$ cat src/rtl/branch_history_table_pkg.sv
// Shared constants for the branch direction predictor: 2-bit counter states
// and the position of the table index inside a PC.
package branch_history_table_pkg;

   // 2-bit saturating counter states
   localparam logic [1:0] BHT_SN = 2'b00;   // strongly not-taken
   localparam logic [1:0] BHT_WN = 2'b01;   // weakly not-taken
   localparam logic [1:0] BHT_WT = 2'b10;   // weakly taken
   localparam logic [1:0] BHT_ST = 2'b11;   // strongly taken

   // Instructions are word aligned, so the index starts above the byte offset
   localparam int BHT_IDX_LSB = 2;

endpackage

$ cat src/rtl/branch_history_table_sat_cnt2.sv
// Combinational step of a 2-bit saturating direction counter.
// Taken moves one state toward strongly-taken, not-taken one state toward
// strongly-not-taken; both ends hold instead of wrapping.
module sat_cnt2
   import branch_history_table_pkg::*;
(
   input  logic [1:0] cur,
   input  logic       taken,
   output logic [1:0] nxt
);

   // Next counter state from the current state and the resolved outcome
   always_comb begin
      nxt = cur;
      case (cur)
         BHT_SN:  nxt = taken ? BHT_WN : BHT_SN;
         BHT_WN:  nxt = taken ? BHT_WT : BHT_SN;
         BHT_WT:  nxt = taken ? BHT_ST : BHT_WN;
         BHT_ST:  nxt = taken ? BHT_ST : BHT_WT;
         default: nxt = BHT_WN;
      endcase
   end

endmodule

$ cat src/rtl/branch_history_table.sv
// Branch history table: untagged array of 2-bit saturating counters indexed
// by word PC. IF reads a prediction combinationally; EX writes back the
// resolved outcome and bumps the branch/mispredict statistics.
module branch_history_table
   import branch_history_table_pkg::*;
#(
   parameter int         IDX_W    = 7,
   parameter logic [1:0] CNT_INIT = 2'b01,
   parameter int         STAT_W   = 32
)
(
   input  logic              clk,
   input  logic              rst,
   input  logic [31:0]       PCF,
   output logic              isBhtTaken,
   input  logic              BrValidE,
   input  logic              StallE,
   input  logic [31:0]       PCE,
   input  logic              BranchE,
   input  logic              isBhtTakenE,
   input  logic              bht_clear,
   output logic              MispredE,
   output logic [STAT_W-1:0] br_cnt,
   output logic [STAT_W-1:0] miss_cnt
);

   localparam int DEPTH = 2 ** IDX_W;

   // Flop array so the whole table can be reset/cleared in a single cycle
   logic [1:0]        ctrTable [DEPTH];
   logic [IDX_W-1:0]  rdIdx;
   logic [IDX_W-1:0]  wrIdx;
   logic              upd;
   logic [1:0]        curCtr;
   logic [1:0]        nxtCtr;
   logic [STAT_W-1:0] brCnt;
   logic [STAT_W-1:0] missCnt;
   logic              unusedPcBits;

   // Byte offset and the bits above the index never select an entry (aliasing is allowed)
   assign unusedPcBits = ^{PCF[31:IDX_W+BHT_IDX_LSB], PCF[BHT_IDX_LSB-1:0],
                           PCE[31:IDX_W+BHT_IDX_LSB], PCE[BHT_IDX_LSB-1:0]};

   assign rdIdx = PCF[BHT_IDX_LSB +: IDX_W];
   assign wrIdx = PCE[BHT_IDX_LSB +: IDX_W];

   // Prediction reads the stored value; a same-cycle write shows up next cycle
   assign isBhtTaken = ctrTable[rdIdx][1];

   // A branch retires only when it is real and EX is moving
   assign upd      = BrValidE & ~StallE;
   assign MispredE = upd & (isBhtTakenE ^ BranchE);
   assign curCtr   = ctrTable[wrIdx];

   sat_cnt2 uStep (
      .cur   (curCtr),
      .taken (BranchE),
      .nxt   (nxtCtr)
   );

   // Counter table and statistics: reset beats clear, clear drops any update
   always_ff @(posedge clk or posedge rst) begin
      if (rst) begin
         for (int i = 0; i < DEPTH; i++) ctrTable[i] <= CNT_INIT;
         brCnt   <= '0;
         missCnt <= '0;
      end else if (bht_clear) begin
         for (int i = 0; i < DEPTH; i++) ctrTable[i] <= CNT_INIT;
         brCnt   <= '0;
         missCnt <= '0;
      end else if (upd) begin
         ctrTable[wrIdx] <= nxtCtr;
         brCnt           <= brCnt + {{(STAT_W-1){1'b0}}, 1'b1};
         if (MispredE) begin
            missCnt <= missCnt + {{(STAT_W-1){1'b0}}, 1'b1};
         end else begin
            missCnt <= missCnt;
         end
      end else begin
         brCnt   <= brCnt;
         missCnt <= missCnt;
      end
   end

   assign br_cnt   = brCnt;
   assign miss_cnt = missCnt;

endmodule

$ cat config.mk
export PLATFORM = sky130hd
export DESIGN_NAME = branch_history_table
export DESIGN_NICKNAME = d
export VERILOG_FILES = /design/src/rtl/branch_history_table_pkg.sv /design/src/rtl/branch_history_table_sat_cnt2.sv /design/src/rtl/branch_history_table.sv
export SDC_FILE = /design/constraint.sdc
export NUM_CORES = 1
export LEC_CHECK = 0
export ABC_AREA = 1
export BUFFER_PORTS_ARGS = -buffer_cell sky130_fd_sc_hd__buf_2
export CAP_MARGIN = 20
export CORE_MARGIN = 4
export CORE_UTILIZATION = 41
export DETAILED_ROUTE_END_ITERATION = 10
export HOLD_SLACK_MARGIN = 0.1
export PLACE_DENSITY = 0.66
export SKIP_CTS_REPAIR_TIMING = 1
export SLEW_MARGIN = 5
export SYNTH_ARGS = -nofsm -noshare
export SYNTH_HDL_FRONTEND = slang
export SYNTH_HIERARCHICAL = 1
export SYNTH_SLANG_ARGS = --single-unit
$ cat constraint.sdc
create_clock -name clk -period 33.2 [get_ports clk]
set_input_delay 8.3 -clock clk [delete_from_list [all_inputs] [get_ports clk]]
set_output_delay 8.3 -clock clk [all_outputs]
set_load 0.02 [all_outputs]
==> impl_metrics.csv <==
group,metric,value,unit
final_layout,final_layout_size_suffix_gt1_frac,0.116,
synthesis,synth-edff-count,0,
grt,grt_max_degree,112,
die,std_cell_rows,78,
die,design.core.area,0.0453,mm2
hold_path,min_from,"ctrTable[250]",
final_layout,synthToLayoutAreaGrowth,10.8,%
drt,route.vias.total,18400,
worst_setup_path,cp-start-kind,"primary input",
placed_design,hpwlAfterDp,35300,um
sta,setup_tns,0,ns
final_layout,fin_cells,3428,
drt,drt_iter0_drc,1472,
clock_tree,clk_latency,0.56,ns
synthesis,syn_area_per_cell,6.72,um2
hold_path,min_path_type,"reg2reg",
placed_design,gp_congestion,0.924,
grt,gr-total-overflow,0,
worst_setup_path,critPathRequiredTime,24.90,ns
sta,finalSetupViolCount,0,
sta,maxSlewViolCount,0,
synthesis,yosysMostFrequentCell,"nand2_1",
clock_tree,cts_tree,"built",
final_layout,final_nets,2872,
pwr,ir_worst_vdd,0.0000274,V
synthesis,async_flop_share,1.00,
worst_setup_path,r2r_slack,29.86,ns
placed_design,place_ws,13.96,ns
pwr,powerDensity,45.6,mW/mm2
worst_setup_path,worstSetupPathType,"in2out",
grt,grt_pass1_wl,95300,um
synthesis,synthTopCellsByArea,"dfrtp_1 26%, nand2_1 23%, dfstp_2 18%, nand3_1 6.2%, o21ai_0 5.8%",
synthesis,syn_inst,2793,
synthesis,synth.distinct_cells,38,
clock_tree,cts_made_buffers,38,
worst_setup_path,crit_fanout,33,
synthesis,synth_top_area_cell,"dfrtp_1",
sta,fmax,0.0516,GHz
drt,wl,59400,um
placed_design,placed_cells,3357,
drt,drtPass1Iterations,7,
placed_design,io_buffers,86,
worst_setup_path,cp.arrival,11.07,ns
sta,finalCritPeriodShare,0.583,
synthesis,yosysSeqAreaShare,0.435,
sta,finClkSkew,0.0371,ns
sta,maxSlewHeadroom,0.219,
worst_setup_path,r2r_start,"ctrTable[189]",
die,dieHeight,222,um
hold_path,whs_endpoint,"ctrTable[250]",
drt,wl_per_cell,17.3,um
drt,drcViolationCount,0,
job,max_cap_violations,0,
clock_tree,cts_buffer_depth,3,
sta,fin_crit,19.37,ns
worst_setup_path,cp-end-kind,"primary output",
drt,ant_nets,0,
sta,hold_viol,0,
grt,grt_pass1_vias,17700,
hold_path,hold_path_depth,2,
synthesis,synth_top_area_frac,0.256,
clock_tree,clock_sinks,320,
grt,antenna_found_initial,1,
sta,rsz0062_at_grt,"no",
die,ios,137,
pwr,p_total,0.949,mW
worst_setup_path,rr_endpoint,"ctrTable[15]",
drt,vias_per_cell,5.38,
clock_tree,path_clk_slew,0.06,ns
synthesis,ys_ff_latch,320,
synthesis,synth.cell_area,0.0188,mm2
clock_tree,h-tree-depth,2,
grt,grt_usage,0.236,
die,start_util,0.415,
worst_setup_path,reg2reg_depth,17,
sta,worst_pin_slew,1.17,ns
synthesis,syn_nets,2866,
die,fp.dieArea,0.0493,mm2
pwr,p_leak,9.80,nW
outcome,outcome,"finished clean",
synthesis,synthTopCellsByCount,"1158 x nand2_1, 231 x nand3_1, 218 x o21ai_0",
placed_design,place_area,0.0195,mm2
final_layout,design_area,0.0208,mm2
synthesis,ys.flop_type,"dfrtp_1",
synthesis,yosysWarnings,6,
sta,setup_ws,13.83,ns
die,die_w,222,um
clock_tree,cts-root-buf,"clkbuf_16",
-- report_power, final --
group          internal, mW  switching, mW  total [mW]  leakage (nW)
Combinational        0.0263         0.0805       0.107          5.17
Sequential            0.419        0.00850       0.428          4.03
Clock                 0.245          0.170       0.415         0.604
Total                 0.690          0.259       0.949          9.80
-- worst max path at each step --
stage / from / endpoint / depth (start not counted)
2_1_floorplan: PCF[4] / isBhtTaken / 11
3_3_place_gp: PCF[3] / isBhtTaken / 14
3_5_place_dp: PCF[3] / isBhtTaken / 14
4_1_cts: PCF[3] / isBhtTaken / 14
5_1_grt: PCF[3] / isBhtTaken / 14
6_report: PCF[3] / isBhtTaken / 14
-- cell type report --
| cell class | instances | area, um2 |
|---|---|---|
| clock inverter | 12 | 124 |
| tap | 600 | 751 |
| antenna | 1 | 2.50 |
| clock buffer | 56 | 1100 |
| multi-input combinational | 2125 | 9230 |
| fill | 4667 | 24500 |
| timing repair buffer | 111 | 664 |
| sequential | 320 | 8170 |
| inverter | 203 | 779 |
-- registers in the layout (all words and copies together) (netlist names) --
name      cells
miss_cnt     32
br_cnt       32
ctrTable    256
-- through the flow --
stage	hold WS, ns	util
after floorplan	0.450	-
after CTS	0.475	0.458
after global placement	0.458	0.431
after global routing	0.497	0.460
final	0.471	0.460
after detailed placement	0.465	0.431
-- cells in the final DEF (no fill, tap or decap), drive strengths merged --
cell type / n
a211oi: 3
a21oi: 159
a31oi: 4
and2: 2
and3: 1
buf: 111
bufinv: 2
clkbuf: 56
clkinv: 11
clkinvlp: 1
dfrtp: 192
dfstp: 128
diode: 1
ha: 2
inv: 201
mux2i: 7
nand2: 1159
nand3: 231
nand4: 28
nor2: 220
nor3: 33
nor3b: 4
nor4: 9
o21a: 1
o21ai: 221
o22ai: 32
o31ai: 1
or2: 4
xnor2: 2
xor2: 2
-- logic make-up after synthesis --
logic type | after synthesis | share of synthesized area
adder cells (fa/ha/maj) | 2 | 0.00133
multiplexers | 7 | 0.00373
buffers and inverters | 348 | 0.0745
flip-flops | 320 | 0.435
XOR/XNOR | 4 | 0.00187
AO/OA/AOI/OAI | 421 | 0.115
AND/OR/NAND/NOR | 1691 | 0.368
-- metal layers --
| layer | part of all wire | vias to the layer above | global-route usage |
|---|---|---|---|
| li1 | - | 8979 | - |
| met1 | 0.43 | 8600 | 0.318 |
| met3 | 0.081 | 123 | 0.0424 |
| met2 | 0.46 | 726 | 0.385 |
| met5 | 0 | - | 0 |
| met4 | 0.031 | 0 | 0.0812 |
-- critical path, stage by stage --
cell and delay (ns):
buf_2 0.08, buf_4 0.47, clkinv_1 0.69, buf_4 0.48, nand3_1 0.16, nand3_1 0.11, nand3_1 0.18, nand2_1 0.08
nand2_1 0.07, nand3_1 0.07, nand2_1 0.08, nand2_1 0.05, nand2_1 0.05, buf_2 0.15
Note: power is estimated with default switching activity, not from simulation.
